[src/rtl/mult_share_pkg.sv]
// Package for the shared-multiplier controller.
//   - FSM state encoding (legacy-compatible 2-bit localparams)
//   - operand / product widths
//   - round-robin "next granted index" search used by mult_rr_arbiter
package mult_share_pkg;

  localparam logic [1:0] ST_IDLE = 2'd0;
  localparam logic [1:0] ST_MUL  = 2'd1;
  localparam logic [1:0] ST_RSP  = 2'd2;

  localparam int OPW = 8;   // operand width
  localparam int PW  = 16;  // product width

  // The search function works on a fixed 16-entry view so it can serve any
  // legal NREQ (2..16); callers zero-extend their request vector.
  localparam int RR_MAXN = 16;
  localparam int RR_IDXW = 4;

  // First set bit of valid[nreq-1:0], searching upward from ptr with
  // wrap-around. Returns 0 when nothing is set; the caller qualifies the
  // result with its own "any valid" term.
  function automatic logic [RR_IDXW-1:0] rr_next_idx(
    input logic [RR_MAXN-1:0] valid,
    input logic [RR_IDXW-1:0] ptr,
    input int                 nreq
  );
    logic [RR_IDXW-1:0] pick;
    logic               found;
    int                 idx;
    pick  = '0;
    found = 1'b0;
    for (int off = 0; off < RR_MAXN; off++) begin
      idx = (int'(ptr) + off) % nreq;
      if (!found && (off < nreq) && valid[idx[RR_IDXW-1:0]]) begin
        pick  = idx[RR_IDXW-1:0];
        found = 1'b1;
      end
    end
    return pick;
  endfunction

endpackage

[src/rtl/mult_rr_arbiter.sv]
// Round-robin arbiter: picks the first valid requester at or above rr_ptr
// (wrapping), only while enable is high.
// Ports:
//   req_valid  in   NREQ  request vector
//   rr_ptr     in   IDW   highest-priority index this cycle
//   enable     in   1     grant permitted (controller is idle)
//   grant      out  NREQ  one-hot grant or zero
//   gnt_idx    out  IDW   encoded grant index (meaningful when gnt_valid)
//   gnt_valid  out  1     a grant is issued this cycle
module mult_rr_arbiter
  import mult_share_pkg::*;
#(
  parameter int NREQ = 4,
  parameter int IDW  = $clog2(NREQ)
) (
  input  logic [NREQ-1:0] req_valid,
  input  logic [IDW-1:0]  rr_ptr,
  input  logic            enable,
  output logic [NREQ-1:0] grant,
  output logic [IDW-1:0]  gnt_idx,
  output logic            gnt_valid
);

  logic [RR_MAXN-1:0] valid_ext;
  logic [RR_IDXW-1:0] pick;

  always_comb begin
    valid_ext              = '0;
    valid_ext[NREQ-1:0]    = req_valid;
    pick                   = rr_next_idx(valid_ext, RR_IDXW'(rr_ptr), NREQ);
    gnt_valid              = enable && (|req_valid);
    gnt_idx                = pick[IDW-1:0];
    grant                  = '0;
    if (gnt_valid) grant[gnt_idx] = 1'b1;
  end

endmodule

[src/rtl/parallel_unsigned_mult.sv]
// Combinational 8x8 -> 16 unsigned multiplier. The partial products are
// summed in one expression so synthesis is free to build the carry-save
// (Wallace) reduction tree.
// Ports:
//   a, b  in   OPW  unsigned operands
//   p     out  PW   exact product a*b
module parallel_unsigned_mult
  import mult_share_pkg::*;
(
  input  logic [OPW-1:0] a,
  input  logic [OPW-1:0] b,
  output logic [PW-1:0]  p
);

  always_comb begin
    p = '0;
    for (int i = 0; i < OPW; i++) begin
      if (b[i]) p = p + (PW'(a) << i);
    end
  end

endmodule

[src/rtl/mult_share_ctrl.sv]
// Shares one parallel_unsigned_mult among NREQ requesters. Round-robin
// arbitration, registered operand capture, one operation in flight, and a
// single tagged response channel.
// Ports:
//   clk, rst_n   clock, asynchronous active-low reset
//   req_valid    in   NREQ      per-requester request valid
//   req_ready    out  NREQ      per-requester accept (one-hot or zero, idle only)
//   req_a/req_b  in   NREQ*8    operands, requester i at [8i+7:8i]
//   rsp_valid    out  1         response valid, held until rsp_ready
//   rsp_ready    in   1         response accept
//   rsp_id       out  IDW       owning requester index
//   rsp_p        out  16        product
// Build option: MULT_ZERO_SKIP_EN -- a zero operand bypasses the MUL state and
// the response is presented one cycle after accept.
module mult_share_ctrl
  import mult_share_pkg::*;
#(
  parameter int NREQ = 4,
  parameter int IDW  = $clog2(NREQ)
) (
  input  logic                clk,
  input  logic                rst_n,
  input  logic [NREQ-1:0]     req_valid,
  output logic [NREQ-1:0]     req_ready,
  input  logic [NREQ*OPW-1:0] req_a,
  input  logic [NREQ*OPW-1:0] req_b,
  output logic                rsp_valid,
  input  logic                rsp_ready,
  output logic [IDW-1:0]      rsp_id,
  output logic [PW-1:0]       rsp_p
);

  logic [1:0]     state_q, state_d;
  logic [IDW-1:0] rr_ptr_q, rr_ptr_d;
  logic [OPW-1:0] op_a_q, op_a_d, op_b_q, op_b_d;
  logic [IDW-1:0] op_id_q, op_id_d;
  logic           rsp_valid_q, rsp_valid_d;
  logic [PW-1:0]  rsp_p_q, rsp_p_d;
  logic [IDW-1:0] rsp_id_q, rsp_id_d;

  logic [NREQ-1:0] grant;
  logic [IDW-1:0]  gnt_idx;
  logic            gnt_valid;
  logic [OPW-1:0]  sel_a, sel_b;
  logic [PW-1:0]   mul_p;

  mult_rr_arbiter #(.NREQ(NREQ), .IDW(IDW)) u_arb (
    .req_valid (req_valid),
    .rr_ptr    (rr_ptr_q),
    .enable    (state_q == ST_IDLE),
    .grant     (grant),
    .gnt_idx   (gnt_idx),
    .gnt_valid (gnt_valid)
  );

  // The FSM already sits in IDLE during reset, so the grant must also be
  // gated by rst_n to keep req_ready low while reset is held.
  assign req_ready = grant & {NREQ{rst_n}};

  // Fed only from the captured operands, so its inputs move only on accept.
  parallel_unsigned_mult u_mult (
    .a (op_a_q),
    .b (op_b_q),
    .p (mul_p)
  );

  // Operand mux driven by the one-hot grant.
  always_comb begin
    sel_a = '0;
    sel_b = '0;
    for (int i = 0; i < NREQ; i++) begin
      if (grant[i]) begin
        sel_a = req_a[i*OPW +: OPW];
        sel_b = req_b[i*OPW +: OPW];
      end
    end
  end

  always_comb begin
    // NOTE: every _d starts from its _q so no path leaves a signal unassigned;
    // that is what keeps this block free of inferred latches.
    state_d     = state_q;
    rr_ptr_d    = rr_ptr_q;
    op_a_d      = op_a_q;
    op_b_d      = op_b_q;
    op_id_d     = op_id_q;
    rsp_valid_d = rsp_valid_q;
    rsp_p_d     = rsp_p_q;
    rsp_id_d    = rsp_id_q;
    case (state_q)
      ST_IDLE: begin
        if (gnt_valid) begin
          op_a_d   = sel_a;
          op_b_d   = sel_b;
          op_id_d  = gnt_idx;
          rr_ptr_d = (gnt_idx == IDW'(NREQ - 1)) ? '0 : gnt_idx + IDW'(1);
          state_d  = ST_MUL;
`ifdef MULT_ZERO_SKIP_EN
          if ((sel_a == '0) || (sel_b == '0)) begin
            rsp_p_d     = '0;
            rsp_id_d    = gnt_idx;
            rsp_valid_d = 1'b1;
            state_d     = ST_RSP;
          end
`endif
        end
      end
      ST_MUL: begin
        rsp_p_d     = mul_p;
        rsp_id_d    = op_id_q;
        rsp_valid_d = 1'b1;
        state_d     = ST_RSP;
      end
      ST_RSP: begin
        if (rsp_ready) begin
          rsp_valid_d = 1'b0;
          state_d     = ST_IDLE;
        end
      end
      default: state_d = ST_IDLE;
    endcase
  end

  // NOTE: sequential state uses non-blocking assignments so every flop samples
  // pre-edge values regardless of statement order.
  always_ff @(posedge clk or negedge rst_n) begin
    if (!rst_n) begin
      state_q     <= ST_IDLE;
      rr_ptr_q    <= '0;
      op_a_q      <= '0;
      op_b_q      <= '0;
      op_id_q     <= '0;
      rsp_valid_q <= 1'b0;
      rsp_p_q     <= '0;
      rsp_id_q    <= '0;
    end else begin
      state_q     <= state_d;
      rr_ptr_q    <= rr_ptr_d;
      op_a_q      <= op_a_d;
      op_b_q      <= op_b_d;
      op_id_q     <= op_id_d;
      rsp_valid_q <= rsp_valid_d;
      rsp_p_q     <= rsp_p_d;
      rsp_id_q    <= rsp_id_d;
    end
  end

  assign rsp_valid = rsp_valid_q;
  assign rsp_p     = rsp_p_q;
  assign rsp_id    = rsp_id_q;

endmodule

[config.mk]
export PLATFORM = sky130hd
export DESIGN_NAME = mult_share_ctrl
export DESIGN_NICKNAME = d
export VERILOG_FILES = /design/src/rtl/mult_share_pkg.sv /design/src/rtl/mult_rr_arbiter.sv /design/src/rtl/parallel_unsigned_mult.sv /design/src/rtl/mult_share_ctrl.sv
export SDC_FILE = /design/constraint.sdc
export NUM_CORES = 1
export LEC_CHECK = 0
export ABC_AREA = 1
export ABC_CLOCK_PERIOD_IN_PS = 17100
export CORE_MARGIN = 4
export CORE_UTILIZATION = 45
export CTS_CLUSTER_SIZE = 16
export DETAILED_ROUTE_END_ITERATION = 10
export GPL_TIMING_DRIVEN = 0
export PLACE_DENSITY = 0.79
export SLEW_MARGIN = 25
export SYNTH_ARGS = -nofsm -noshare
export SYNTH_HDL_FRONTEND = slang
export SYNTH_SLANG_ARGS = --single-unit
[constraint.sdc]
create_clock -name clk -period 17.1 [get_ports clk]
set_input_delay 2.565 -clock clk [delete_from_list [all_inputs] [get_ports clk]]
set_output_delay 2.565 -clock clk [all_outputs]
set_load 0.1 [all_outputs]
## Word-level counts from Yosys, hierarchy flattened

Cells that the tools add are included.

- Bits of input ports: 71
- Output and inout port bits: 23
- Flip-flop bits (word level): 41

- $lt $le $gt $ge: 6
- Eq/ne operators: 5
- Reduce and logical (&&, ||, !) cells: 17
- Multiplexer cells: 40
- Bitwise operators: 4
- Add/sub/neg operators: 11

Operator list:

| cell | count |
|---|---|
| 16-bit 2-to-1 mux | 7 |
| 8-bit 2-to-1 mux | 9 |
| 16-bit by 10-bit adder with 16-bit output | 1 |
| 16-bit by 11-bit adder with 16-bit output | 1 |
| 16-bit by 12-bit adder with 16-bit output | 1 |
| 16-bit by 13-bit adder with 16-bit output | 1 |
| 16-bit by 14-bit adder with 16-bit output | 1 |
| 16-bit by 15-bit adder with 16-bit output | 1 |
| 16-bit by 9-bit adder with 16-bit output | 1 |
| 4-bit by 5-bit < comparator with 1-bit output (second input constant) | 3 |
| 2-bit 2-to-1 mux | 7 |
| 1-bit binary-select mux with 3-bit select | 3 |
| 1-bit 2-to-1 mux | 9 |
| 2-bit one-hot mux with 3 select lines | 1 |
| 2-bit AND reduction | 3 |
| 2-bit OR reduction | 3 |
| 1-bit logical AND | 5 |
| 2-bit by 5-bit < comparator with 1-bit output (second input constant) | 1 |
| 2-bit by 1-bit adder with 2-bit output (second input constant) | 2 |
| 2-bit adder (second input constant) | 2 |
| 4-bit AND | 1 |
| 2-bit == test (second input constant) | 2 |
| 4-bit 2-to-1 mux | 1 |
| 2-bit != test (second input constant) | 2 |
| 11 further kinds | 15 |

## Depth between registers and ports, before layout

Gate-level depths: netlist of run 1.

- Depth in word-level cells: 22
- Gate-level depth with buffers: 56
- Mapped depth without buffers: 55

## Hierarchy

Synthesis of run 1 repeated with hierarchy kept, for this count alone.

- Cells, all modules: 925
- Area, all modules: 5840.6 sq um

Modules (own cells, without submodules):

| module | instances | area an instance (sq um) | cells each |
|---|---|---|---|
| parallel_unsigned_mult | 1 | 3179.3 | 537 |
| mult_share_ctrl | 1 | 2297.2 | 320 |
| mult_rr_arbiter | 1 | 364.1 | 68 |

## Worst setup path after synthesis of run 1

OpenSTA, ideal clock, no wires.

- Kind: in2out
- Start point: input port req_valid[1]
- End point: output port req_ready[1]
- Path buffers: 2
- Arrival: 5480 ps
- Stages on the path: 11
- Setup slack: 9055 ps
- Path through: inv_1 o21ai_0 o21ai_0 nor3_2 nor3_1 a31oi_2 ha_1 clkbuf_1 nand2_1 clkbuf_1 nor2_1

- Word-level cells in the longest chain between the ends: 18

Ends and longest elaborated chain:

| item | line | source |
|---|---|---|
| from (decl) | mult_share_ctrl.sv:23 | `input logic [NREQ-1:0] req_valid,` |
| 1-bit binary-select mux with 2-bit select | mult_share_pkg.sv:34 | `if (!found && (off < nreq) && valid[idx[RR_IDXW-1:0]]) begin` |
| 1-bit 2-to-1 mux (implied by the code) | mult_share_pkg.sv:34 |  |
| 1-bit 2-to-1 mux | mult_share_pkg.sv:34 |  |
| 1-bit logical NOT | mult_share_pkg.sv:34 |  |
| 1-bit logical AND | mult_share_pkg.sv:34 |  |
| 1-bit 2-to-1 mux | mult_share_pkg.sv:34 |  |
| 1-bit logical NOT | mult_share_pkg.sv:34 |  |
| 1-bit logical AND | mult_share_pkg.sv:34 |  |
| (+3 left out) | - |  |
| 2-bit 2-to-1 mux (*) | mult_share_pkg.sv:34 |  |
| via gnt_idx[0] | mult_share_ctrl.sv:42 | `logic [IDW-1:0] gnt_idx;` |
| 2-bit by 3-bit < comparator with 1-bit output (implied by the code) or 2-bit by 1-bit >= comparator with 1-bit output (tied branches) | mult_rr_arbiter.sv:34 | `if (gnt_valid) grant[gnt_idx] = 1'b1;` |
| 1-bit logical AND (implied by the code) | mult_rr_arbiter.sv:34 |  |
| 1-bit 2-to-1 mux (implied by the code) | mult_rr_arbiter.sv:34 |  |
| 1-bit demux with 2-bit select (*) | - |  |
| 4-bit 2-to-1 mux (*) | mult_rr_arbiter.sv:34 |  |
| 4-bit AND (*) | mult_share_ctrl.sv:58 | `assign req_ready = grant & {NREQ{rst_n}};` |
| to (decl) | mult_share_ctrl.sv:24 | `output logic [NREQ-1:0] req_ready,` |

Mark *: on every way through the listed nets, which the timed path passes. The rest lies on a longest branch. The select of a mux whose other input is x is not followed.

## Worst setup path after layout of run 1

- Start point: input port req_valid[1]
- End point: output port req_ready[3]

Same word-level chain as after synthesis.

==> results.tsv, run 1 <==
metric	value	unit
slowest_delay	1.14	ns
setup_viol	0	
worstMarginPinSlew	0.9983	ns
multi_input_area	3725	um^2
die-area	13440	um^2
htreeDepth	2	
path_buf_inv	6	
vdd_drop_max	0.1428	mV
antenna_found_initial	0	
cts.sinks	41	
port_buffers	93	
hold_buffers	0	
hold_path_class	flip-flop to flip-flop	
rows	39	
die_w	116.0	um
tns	0	ns
root_buffer	clkbuf_16	
hold_end	rsp_p[6]$_DFFE_PN0P_	
nFillCells	1082	
max_freq	111.4	MHz
dr.pass1.iters	5	
cts_tree	yes	
maxCapViolCount	0	
synthTopCellsByArea	dfrtp_1 20%, ha_1 15%, nand2_1 13%, nand3_1 11%, inv_1 6.3%	
reg2reg_to	rsp_p[14]$_DFFE_PN0P_	
crit_path_end_kind	output pin	
status	finished clean	
startpoint_type	input port	
hold_violations	0	
final_common_cell	nand2_1	
wl_per_cell	14.72	um
rr_startpoint	op_a_q[2]$_DFFE_PN0P_	
slowest_stage	clkdlybuf4s50_1	
clockPowerShare	7.4	%
postCtsResizedCells	0	
final_cell_mix	185 x nand2_1, 119 x nand3_1, 92 x clkdlybuf4s50_1	
cp_data_required_time	14.53	ns
synth.avg_cell_area	6.588	um^2
drt-initial-drc-count	418	
power_frac_comb	78.4	%
coreArea	11420	um^2
route.vias.total	5643	
antenna_left	0	
intPower	545.6	uW
worst-path-max-fanout	10	
routed_wl	15.32	mm
cts.path.max_buffers	2	
holdPathStages	2	
relSlewSlack	33.24	%
met3_usage	3.655	%
synth_top_area_share	19.57	%
layout_min_cycle_time	8.974	ns
syn_area	5244	um^2
swShare	59.51	%
r2r_slack	8.41	ns
clk_latency	0.29	ns
grt_start_max_net_pins	28	
cp.arrival	6.41	ns
grt_pass1_vias	5392	
initial_core_util	45.92	%
layout-drive-gt1-share	4.566	%
yosysSeqAreaShare	19.57	%
clkTransAtPathRegs	0.07	ns
cp_top_family	buffers and inverters	
power-per-cell-area	206.6	nW/um^2
grt_overflow_total	0	
r2r_cells	53	
hold_start	rsp_p[6]$_DFFE_PN0P_	
cts_setup_buffers	0	
path_class	input port to output pin	
grt_util_met1	31.95	%
synth_fp_nets	936	
grt_pass1_wl	25.50	mm
via_per_inst	5.421	
grt_usage	23.51	%
drc	0	
yosysWarnings	0	
area.growth.synth_to_final	24.39	%
die_h	116.0	um
synthCells	796	
p_sw	801.8	uW
final-seq-area	1026	um^2
nNetsFinal	1037	
gp_congestion	0.9536	
grtUsageMet2	39.28	%
p_leak	0.003334	uW
antenna_cells	0	
crit_chain	clkdlybuf4s50_1, inv_1, o21ai_0, o21ai_0, nor3_2, inv_1, o21ai_1, ha_1, clkbuf_1, clkbuf_1, nand2_1, nor2_1, clkdlybuf4s50_1	
maxSlewViolCount	0	
synth_area_leader_cell	dfrtp_1	
numCtsBuffers	5	
io_pins	94	
gr-max-usage-layer	met2	
rsz0062_at_grt	false	
place_hpwl	12.42	mm
pwr-share-seq	14.2	%
synth_cell_types	40	
skew	0.006165	ns
period_share	52.48	%
synth-seq-cells	41	
final_util	57.12	%
## state kept, by name, indices dropped and copies added, names as in the netlist
register / flops
rr_ptr_q: 2
rsp_p: 16
rsp_valid: 1
state_q: 2
op_a_q: 8
op_b_q: 8
rsp_id: 2
op_id_q: 2
## stage by stage
step / hold WS [ns] / power (uW) / instance area (um^2) / std cells / worst slack [ns]
after floorplan: 0.4501 / 984.3 / 5244 / 796 / 9.055
after global placement: 0.4636 / 1224 / 6354 / 1032 / 8.167
after detailed placement: 0.4666 / 1237 / 6369 / 1033 / 8.160
after CTS: 0.4844 / 1344 / 6523 / 1041 / 8.132
after global routing: 0.5161 / 1489 / 6523 / 1041 / 7.478
final: 0.4776 / 1347 / 6523 / 1041 / 8.126
## kinds of logic after synthesis
| family | synth area share (%) |
|---|---|
| xor+xnor | 3.985 |
| buf+inv | 9.401 |
| compound gates | 15.01 |
| flops | 19.57 |
| simple gates | 34.57 |
| fa+ha+maj | 17.47 |
## Yosys cell counts
| cell | number |
|---|---|
| nand4_1 | 23 |
| and2_1 | 12 |
| nor2_1 | 45 |
| xnor2_2 | 1 |
| or2_2 | 8 |
| buf_4 | 1 |
| fa_1 | 7 |
| or2_1 | 3 |
| a21boi_0 | 1 |
| inv_2 | 7 |
| a22o_1 | 4 |
| o31ai_1 | 1 |
| nand2_1 | 185 |
| inv_1 | 88 |
| o21a_1 | 1 |
| buf_6 | 1 |
| nand3b_1 | 3 |
| o21ai_1 | 18 |
| a21oi_2 | 1 |
| clkinv_1 | 2 |
| nor3_1 | 3 |
| o211ai_1 | 30 |
| o21ai_0 | 29 |
| a21o_1 | 1 |
| buf_1 | 4 |
| nand3_1 | 119 |
| nand2_2 | 3 |
| a22oi_1 | 1 |
| buf_2 | 4 |
| nor3_2 | 1 |
| a31oi_2 | 1 |
| o21ai_2 | 3 |
| a31oi_1 | 1 |
| dfrtp_1 | 41 |
| xor2_1 | 14 |
| o21bai_1 | 2 |
| xnor2_1 | 8 |
| ha_1 | 62 |
| a21oi_1 | 37 |
| clkbuf_1 | 20 |
## worst max-delay path by stage
| stage | startpoint | end | slack, ns | depth (start not counted) |
|---|---|---|---|---|
| 5_1_grt | op_a_q[1]$_DFFE_PN0P_ | rsp_p[14]$_DFFE_PN0P_ | 7.48 | 51 |
| 3_5_place_dp | req_valid[1] | req_ready[3] | 8.16 | 13 |
| 6_report | req_valid[1] | req_ready[3] | 8.13 | 13 |
| 2_1_floorplan | req_valid[1] | req_ready[1] | 9.06 | 11 |
| 4_1_cts | req_valid[1] | req_ready[3] | 8.13 | 13 |
| 3_3_place_gp | req_valid[1] | req_ready[3] | 8.17 | 13 |
## layer usage
metal / share of wire [%] / wire length, um / up-vias
li1: - / - / 2885
met1: 46 / 7080 / 2554
met2: 46 / 7067 / 173
met3: 5.6 / 854 / 31
met4: 2.1 / 317 / 0
met5: 0 / 0 / -
## layout make-up
type	instances	share of cell area (%)
plain buffers	30	1.976
clock buffers	5	1.918
clock inverters	3	0.4412
inverters	97	5.582
multi-input cells	628	57.11
flip-flops and latches	41	15.73
well taps	143	2.743
repair buffers	94	14.50
## power groups by stage
stage	clock (uW)	combinational [uW]	sequential, uW
after floorplan	0	688	297
after global placement	0	1030	192
after detailed placement	0	1040	192
after CTS	101	1050	191
after global routing	105	1190	196
final	100	1060	192
## tightest hold or removal path, stage by stage (launching register included)
cell	delay, ns
dfrtp_1	0.34
nand2_1	0.05
nand2_1	0.05
Power figures use the tool's default switching activity.
==> inputs of run 2 (changes only) <==
- ABC_CLOCK_PERIOD_IN_PS: 17100 -> 7640
- PLACE_DENSITY: 0.79 -> 0.82
- clock period: 17.1 -> 7.64 ns (I/O delays scaled with it)
==> run 2 against run 1 <==
Against the previous run:
- the flow now finishes with violations (setup timing)
- critical path type is now flip-flop to flip-flop
- worst hold slack improved by 0.0050 ns
- global-route usage increased by 1.9 points
- worst setup slack got worse by 8.3 ns
- total power increased to 2.9 times the previous value
- final area increased by 20%
==> results.tsv, run 2 (synthesis gave the netlist of run 1 again) <==
metric	value	unit	change
status	finished, violations left		
failed_checks	setup timing		
drt-initial-drc-count	574		+37%
rows	39		unchanged
layout-drive-gt1-share	26.44	%	+22 points
wl_per_cell	18.36	um	+25%
port_buffers	93		unchanged
grt_pass1_vias	5734		+6.3%
period_share	102.6	%	
hold_violations	0		unchanged
crit_path_end_kind	flip-flop		
cp.arrival	8.01	ns	+1.60 ns
die-area	13440	um^2	unchanged
coreArea	11420	um^2	unchanged
power-per-cell-area	499.2	nW/um^2	+140%
p_leak	0.003660	uW	+9.8%
gp_congestion	0.9301		-2.5%
root_buffer	clkbuf_16		
path_class	flip-flop to flip-flop		
cts.sinks	41		unchanged
grt_pass1_wl	27.39	mm	+7.4%
worst-path-max-fanout	7		-3
vdd_drop_max	0.4073	mV	+190%
place_hpwl	12.30	mm	-0.98%
nFillCells	834		-23%
clk_latency	0.30	ns	about the same
area.growth.synth_to_final	48.94	%	
cts.path.max_buffers	2		unchanged
setup_viol	3		+3
max_freq	127.6	MHz	
skew	0.009721	ns	+0.003556 ns
htreeDepth	2		unchanged
cp_common_cell	nand2_1		
final_common_cell	nand2_1		
layout_min_cycle_time	7.839	ns	
maxCapViolCount	0		unchanged
largest_register_ffs	16		unchanged
die_h	116.0	um	unchanged
numCtsBuffers	5		unchanged
cp_top_family	adder cells		
hold_path_class	flip-flop to flip-flop		
die_w	116.0	um	unchanged
cts_tree	yes		
cp_data_required_time	7.81	ns	-6.72 ns
final_cell_mix	155 x nand2_1, 111 x nand3_1, 92 x clkdlybuf4s50_1		
grt_overflow_total	0		unchanged
slowest_stage	fa_2		
io_pins	94		unchanged
fin_ws	-0.1987	ns	-8.325 ns
clkTransAtPathRegs	0.07	ns	about the same
place_inst	1033		unchanged
antenna_found_initial	0		unchanged
via_per_inst	5.936		+9.5%
drc	0		unchanged
grt_usage	25.44	%	+1.9 points
tns	-0.4008	ns	-0.4008 ns
antenna_left	0		unchanged
maxSlewViolCount	0		unchanged
routed_wl	20.20	mm	+32%
relSlewSlack	33.08	%	-0.16 points
rsz0062_at_grt	true		
path_buf_inv	9		+3
finalNonFillerCells	1100		+5.7%
hold_buffers	0		unchanged
antenna_cells	0		unchanged
route.vias.total	6530		+16%
worstMarginPinSlew	1.001	ns	+0.002455 ns
startpoint_type	flip-flop		
dr.pass1.iters	5		unchanged
initial_core_util	45.92	%	unchanged
slowest_delay	0.43	ns	-0.71 ns
nNetsFinal	1096		+5.7%
grt_start_max_net_pins	30		+7.1%
[run 2: changes by cell type in the layout (fill, tap and decap cells not counted), sizes merged]
| cell | before | now |
|---|---|---|
| clkinvlp | 0 | 1 |
| inv | 98 | 97 |
| buf | 12 | 71 |
[run 2: worst reg2reg max path, delay by kind of cell (launching register included)]
family / cells / cell delay (ns)
adder cells (fa/ha/maj): 8 / 2.25
AND/OR/NAND/NOR: 19 / 1.94
AO/OA/AOI/OAI: 11 / 1.67
buffers and inverters: 9 / 0.82
XOR/XNOR: 4 / 0.66
flip-flops: 1 / 0.39
[run 2: layout make-up]
| type | instances | area (um^2) | area share (%) |
|---|---|---|---|
| clock buffer | 5 | 125.1 | 1.602 |
| timing repair buffer | 153 | 1389 | 17.78 |
| inverter | 97 | 369.1 | 4.726 |
| sequential | 41 | 1044 | 13.36 |
| tap | 143 | 178.9 | 2.291 |
| buffer | 30 | 132.6 | 1.698 |
| multi-input combinational | 628 | 4547 | 58.22 |
| clock inverter | 3 | 25.02 | 0.3204 |
[run 2: power by group]
part	total, uW	internal (uW)	switching (uW)
Combinational	3250	1230	2020
Clock	222	124	98.0
Sequential	428	314	113
Total	3900	1670	2230
[run 2: metal layers]
metal / track usage [%] / share of wire, % / up-vias
met2: 43.65 / 49 / 393
met5: 0 / 0 / -
li1: - / - / 3022
met3: 6.371 / 8.9 / 104
met4: 8.507 / 5.0 / 0
met1: 31.17 / 37 / 3011
[run 2: timing repair]
item,in CTS,in global routing
hold endpoints to repair,0,0
setup buffers,32,29
gates resized for setup,82,118
setup endpoints to repair,6,6
pin swaps,38,97
[run 2: metrics by stage]
stage	setup slack, ns	utilization [%]	area [um^2]	power [uW]	hold slack, ns
2_1_floorplan	0.03659	-	5245	2204	0.4501
3_3_place_gp	-0.7113	55.65	6355	2714	0.4604
3_5_place_dp	-0.7984	55.79	6370	2758	0.4633
4_1_cts	0.0001146	62.27	7111	3295	0.4815
5_1_grt	-0.5771	68.40	7810	4143	0.5091
6_report	-0.1987	68.40	7810	3898	0.4826
[run 2: path summary, 6_finish.rpt]
path	endpoint	start	slack, ns	depth (start not counted)
worst min register to register	rsp_id[0]$_DFFE_PN0P_	rsp_id[0]$_DFFE_PN0P_	0.48	2
worst max register to register	rsp_p[14]$_DFFE_PN0P_	op_b_q[0]$_DFFE_PN0P_	-0.20	51
max in group asynchronous	op_a_q[4]$_DFFE_PN0P_	rst_n	6.36	2
worst max-delay path	rsp_p[14]$_DFFE_PN0P_	op_b_q[0]$_DFFE_PN0P_	-0.20	51
min in group asynchronous	rsp_p[4]$_DFFE_PN0P_	rst_n	0.77	1
worst min-delay path	rsp_id[0]$_DFFE_PN0P_	rsp_id[0]$_DFFE_PN0P_	0.48	2
